--- src/rtl/mmul_stream_ctrl.sv ---
// ---------------------------------------------------------------------------
// mmul_stream_ctrl
//
// Byte-stream front/back end for the 3x3 signed 8-bit matmul block.
//   * Deserializes 18 input bytes (A elements 0..8, then B elements 0..8)
//     into the flat 72-bit mat_a / mat_b buses.
//   * Kicks the multiplier with a one-cycle mm_reset pulse, then holds
//     mm_enable until mm_done is sampled high.
//   * Waits SETTLE clocks, captures mm_result, and streams it out as 9 bytes
//     in row-major order. out_last marks element 8.
//
// Element (r,c) of every 72-bit bus sits at bits [(r*3+c)*8 +: 8].
//
// Parameters:
//   SETTLE     clocks spent in SETTLE before mm_result is captured (1..7)
//
// Ports:
//   clk        system clock, rising edge
//   reset      synchronous, active-high reset
//   in_valid   input byte valid
//   in_ready   controller accepts an input byte (LOAD only)
//   in_data    input byte
//   mat_a      matrix A to the matmul
//   mat_b      matrix B to the matmul
//   mm_reset   one-cycle load/clear pulse to the matmul
//   mm_enable  matmul enable (RUN only)
//   mm_done    matmul done
//   mm_result  matmul product
//   out_valid  output byte valid (SEND only)
//   out_ready  sink accepts the output byte
//   out_data   result element, index 0..8 row-major
//   out_last   high with element 8
//   run_cycles (MMUL_STREAM_PERF_EN only) cycles spent in RUN, saturating
//
// Optional feature macro: MMUL_STREAM_PERF_EN
// ---------------------------------------------------------------------------
module mmul_stream_ctrl #(
  parameter int unsigned SETTLE = 1
) (
  input  logic        clk,
  input  logic        reset,
  input  logic        in_valid,
  output logic        in_ready,
  input  logic [7:0]  in_data,
  output logic [71:0] mat_a,
  output logic [71:0] mat_b,
  output logic        mm_reset,
  output logic        mm_enable,
  input  logic        mm_done,
  input  logic [71:0] mm_result,
  output logic        out_valid,
  input  logic        out_ready,
  output logic [7:0]  out_data,
  output logic        out_last
`ifdef MMUL_STREAM_PERF_EN
  ,
  output logic [7:0]  run_cycles
`endif
);

  typedef enum logic [2:0] {
    ST_LOAD   = 3'd0,
    ST_KICK   = 3'd1,
    ST_RUN    = 3'd2,
    ST_SETTLE = 3'd3,
    ST_SEND   = 3'd4
  } state_t;

  localparam logic [2:0] SETTLE_LAST = 3'(SETTLE - 1);

  state_t      state, state_next;
  logic [4:0]  byte_idx;     // 0..17 input byte position
  logic [3:0]  elem_idx;     // element slot addressed by byte_idx
  logic [2:0]  settle_cnt;
  logic [3:0]  out_idx;      // 0..8 output element
  logic [71:0] result_buf;
  logic        in_xfer;
  logic        out_xfer;
  logic        settle_done;

  assign in_xfer     = in_valid && in_ready;
  assign out_xfer    = out_valid && out_ready;
  assign settle_done = (state == ST_SETTLE) && (settle_cnt == SETTLE_LAST);
  assign elem_idx    = (byte_idx < 5'd9) ? byte_idx[3:0] : 4'(byte_idx - 5'd9);

  // -------------------------------------------------------------------------
  // State register and datapath
  // -------------------------------------------------------------------------
  // NOTE: sequential state uses non-blocking assignments so every register
  // samples pre-edge values, independent of statement order.
  always_ff @(posedge clk) begin
    if (reset) begin
      state      <= ST_LOAD;
      // NOTE: the result buffer is reset along with the control state so
      // out_data reads 0 out of reset rather than stale data.
      mat_a      <= '0;
      mat_b      <= '0;
      byte_idx   <= '0;
      settle_cnt <= '0;
      out_idx    <= '0;
      result_buf <= '0;
    end else begin
      state <= state_next;

      if (in_xfer) begin
        if (byte_idx < 5'd9) mat_a[{elem_idx, 3'b000} +: 8] <= in_data;
        else                 mat_b[{elem_idx, 3'b000} +: 8] <= in_data;
        byte_idx <= (byte_idx == 5'd17) ? 5'd0 : byte_idx + 5'd1;
      end

      if (state == ST_SETTLE) begin
        if (settle_done) begin
          settle_cnt <= '0;
          result_buf <= mm_result;
        end else begin
          settle_cnt <= settle_cnt + 3'd1;
        end
      end

      if (settle_done) begin
        out_idx <= '0;
      end else if (out_xfer) begin
        out_idx <= out_last ? 4'd0 : out_idx + 4'd1;
      end
    end
  end

  // -------------------------------------------------------------------------
  // Next-state and output decode
  // -------------------------------------------------------------------------
  // NOTE: every output of this block gets a default first; a path that
  // skipped an assignment would otherwise infer a latch.
  always_comb begin
    state_next = state;
    in_ready   = 1'b0;
    mm_reset   = 1'b0;
    mm_enable  = 1'b0;
    out_valid  = 1'b0;
    out_data   = 8'h00;
    out_last   = 1'b0;

    unique case (state)
      ST_LOAD: begin
        in_ready = 1'b1;
        if (in_xfer && byte_idx == 5'd17) state_next = ST_KICK;
      end
      ST_KICK: begin
        mm_reset   = 1'b1;
        state_next = ST_RUN;
      end
      ST_RUN: begin
        mm_enable = 1'b1;
        if (mm_done) state_next = ST_SETTLE;
      end
      ST_SETTLE: begin
        if (settle_done) state_next = ST_SEND;
      end
      ST_SEND: begin
        out_valid = 1'b1;
        out_data  = result_buf[{out_idx, 3'b000} +: 8];
        out_last  = (out_idx == 4'd8);
        if (out_ready && out_idx == 4'd8) state_next = ST_LOAD;
      end
      default: state_next = ST_LOAD;
    endcase
  end

`ifdef MMUL_STREAM_PERF_EN
  // Cycles spent in RUN for the most recent operation; includes the cycle
  // in which mm_done is sampled.
  always_ff @(posedge clk) begin
    if (reset) begin
      run_cycles <= '0;
    end else if (state == ST_KICK) begin
      run_cycles <= '0;
    end else if (state == ST_RUN && run_cycles != 8'hFF) begin
      run_cycles <= run_cycles + 8'd1;
    end
  end
`endif

endmodule

--- config.mk ---
export PLATFORM = sky130hd
export DESIGN_NAME = mmul_stream_ctrl
export DESIGN_NICKNAME = d
export VERILOG_FILES = /design/src/rtl/mmul_stream_ctrl.sv
export SDC_FILE = /design/constraint.sdc
export NUM_CORES = 1
export LEC_CHECK = 0
export CAP_MARGIN = 5
export CORE_MARGIN = 8
export CORE_UTILIZATION = 35
export DETAILED_ROUTE_END_ITERATION = 7
export PLACE_DENSITY_LB_ADDON = 0.05
export SKIP_LAST_GASP = 1
export SLEW_MARGIN = 20
export SYNTH_ARGS = -nofsm -noshare
export SYNTH_HDL_FRONTEND = slang
export SYNTH_SLANG_ARGS = --single-unit
--- constraint.sdc ---
create_clock -name clk -period 3.95 [get_ports clk]
set_input_delay 0.5925 -clock clk [delete_from_list [all_inputs] [get_ports clk]]
set_output_delay 0.5925 -clock clk [all_outputs]
set_load 0.02 [all_outputs]
==> impl_metrics.env <==
export IMPL_worst_path_most_repeated_cell="a21oi_1"
export IMPL_initial_core_util_pct=35.30
export IMPL_seq_area_frac_synth_pct=47.42
export IMPL_p_leak_nw=4.914
export IMPL_placed_cell_area_mm2=0.01248
export IMPL_vias=7926
export IMPL_synth_area_leader_cell="dfxtp_1"
export IMPL_cts_root_buf="clkbuf_16"
export IMPL_status="finished, final reports clean"
export IMPL_io_buffers=241
export IMPL_layout_cells_non_filler=1666
export IMPL_cap_violations=0
export IMPL_ctsResizeCount=0
export IMPL_hpwl_um=21170
export IMPL_synth_edf_count=0
export IMPL_crit_buf_inv=1
export IMPL_ant_nets=0
export IMPL_fin_worst_skew_ns=0.01287
export IMPL_finalCritPeriodShare_pct=93.88
export IMPL_antenna_found_initial=0
export IMPL_p_total_mw=5.755
export IMPL_dieHeight_um=182.9
export IMPL_nets=1362
export IMPL_dr_pass1_iters=5
export IMPL_crit_path_max_incr_delay_ns=1.04
export IMPL_die_area_mm2=0.03346
export IMPL_critPathRequiredTime_ns=3.36
export IMPL_cts_sinks=231
export IMPL_cts_tree="done"
export IMPL_power_density_mw_per_mm2=430.5
export IMPL_setup_slack_ns=0.2418
export IMPL_fin_util_pct=48.38
export IMPL_hold_start="result_buf[33]"
export IMPL_crit_chain="mux4_2, nand2_1, a21oi_1, a21oi_1, nor2_1, clkdlybuf4s50_1"
export IMPL_num_rows=61
export IMPL_area_growth_pct=37.06
export IMPL_cp_top_family="flip-flops"
export IMPL_cts_htree_levels=1
export IMPL_worstPathArrival_ns=3.12
export IMPL_vias_per_cell=4.758
export IMPL_synth_area_per_cell_um2=9.315
export IMPL_setup_viol=0
export IMPL_synthFlopType="dfxtp_1"
export IMPL_yosys_area_top_type_share_pct=47.42
export IMPL_placedCellCount=1616
export IMPL_drc=0
export IMPL_drt_iter0_drc=495
export IMPL_io_pins=242
export IMPL_synthArstFlopShare_pct=0
export IMPL_min_period_ns=3.708
export IMPL_tightest_slew_ns=1.103
export IMPL_peakVddDrop_mv=0.2838
export IMPL_yosys_warnings=0
export IMPL_postCtsHoldBufs=0
export IMPL_pre_cts_ws_ns=0.4548
export IMPL_grt_max_degree=130
export IMPL_rsz0062_at_grt="no"
export IMPL_grt_pass1_wl_um=46100
export IMPL_synthTopCellsByArea="dfxtp_1 (47%), mux2i_1 (13%), nand2_1 (7.7%)"
export IMPL_wire_per_inst_um=17.83
export IMPL_track_usage_pct=17.17
export IMPL_path_max_fanout=22
export IMPL_relSlewSlack_pct=26.37
export IMPL_max_freq_mhz=269.7
export IMPL_cts_max_path_buffers=3
export IMPL_cts_clk_slew_worst_paths_ns=0.06
export IMPL_syn_inst=1047
export IMPL_clkLatencyLatePin_ns=0.54
export IMPL_synthesis_nets=1142
export IMPL_critPathSlowestCell="dfxtp_1"
export IMPL_startpoint="out_idx[2]"
export IMPL_cts_buffers=27
export IMPL_synthDistinctLibCells=56
export IMPL_slew_viol_final=0
export IMPL_dieWidth_um=182.9
export IMPL_final_hold_viol_count=0
export IMPL_grt_ovfl_total=0
export IMPL_holdWs_ns=0.4505
export IMPL_synth_ff_latch_count=231
export IMPL_cp_start_kind="flip-flop"
export IMPL_finalSetupTns_ns=0
export IMPL_totalWireLength_um=29710
export IMPL_final_area_mm2=0.01337
export IMPL_grt_pass1_vias=7949
export IMPL_core_mm2=0.02763
export IMPL_place_gp_congestion=0.7872
export IMPL_cts_setup_buffers=0
export IMPL_netlist_top_cells_count="dfxtp_1 (231), nand2_1 (201), mux2i_1 (123)"
export IMPL_setup_worst_path_end_class="output pin"
export IMPL_yosysMostFrequentCell="dfxtp_1"
export IMPL_timing_rr_start="byte_idx[1]"
export IMPL_final_layout_size_suffix_gt1_share_pct=7.459
export IMPL_synthesis_area_mm2=0.009753
export IMPL_path_class="reg2out"
export IMPL_worstHoldPathType="reg2reg"
-- layout make-up --
type	count	area, um2
diodes	1	2.502
clock buffers	40	804.5
clock inverters	9	73.82
fillers	2721	14260
inverters	12	45.04
multi-input cells	739	4818
flip-flops and latches	231	4624
well taps	378	473.0
repair buffers	256	2526
-- worst reg2reg max path: cells and delay by family (launching register included) --
kind | cells | cell delay, ns
simple gates | 2 | 1.15
fa+ha+maj | 2 | 0.69
compound gates | 2 | 0.62
flops | 1 | 0.58
mux | 1 | 0.25
buf+inv | 1 | 0.18
-- routing by layer --
metal | share of wire [%] | track usage [%]
met5 | 0 | 0
met4 | 2.0 | 4.457
met3 | 7.0 | 4.650
met2 | 46 | 28.33
met1 | 45 | 21.90
-- kinds of logic after synthesis --
family,after synthesis,synth area share (%)
buf+inv,77,3.335
xor+xnor,3,0.2695
compound gates,156,9.481
fa+ha+maj,10,1.283
simple gates,431,21.90
mux,139,16.32
flops,231,47.42
-- report_power, final --
part	switching (mW)	leakage (nW)	internal, mW
Sequential	0.0716	1.86	2.39
Combinational	0.502	2.61	0.341
Clock	0.984	0.442	1.47
Total	1.56	4.91	4.20
-- placed cells by master (no fill, tap or decap), types with 15 or more instances in the layout --
cell | synthesis | routed
mux4_2 | 16 | 16
mux2i_1 | 123 | 123
dfxtp_1 | 231 | 231
nand3b_1 | 26 | 26
clkbuf_16 | 0 | 27
nor2_1 | 65 | 65
a21oi_1 | 98 | 98
nand2b_1 | 92 | 92
o21ai_0 | 27 | 27
buf_4 | 2 | 15
nand2_1 | 201 | 200
clkdlybuf4s50_1 | 0 | 240
-- sequential cells by signal (all words and copies together), names as in the netlist --
register    cells
out_idx         4
mat_b          72
result_buf     72
byte_idx        5
settle_cnt      3
mat_a          72
state           3
-- worst paths after layout --
path | end | slack [ns] | cells past startpoint
max | out_data[0] | 0.24 | 6
min | result_buf[33] | 0.45 | 2
max reg2reg | mat_b[63] | 0.41 | 8
min reg2reg | result_buf[33] | 0.45 | 2
Power figures use the tool's default switching activity.
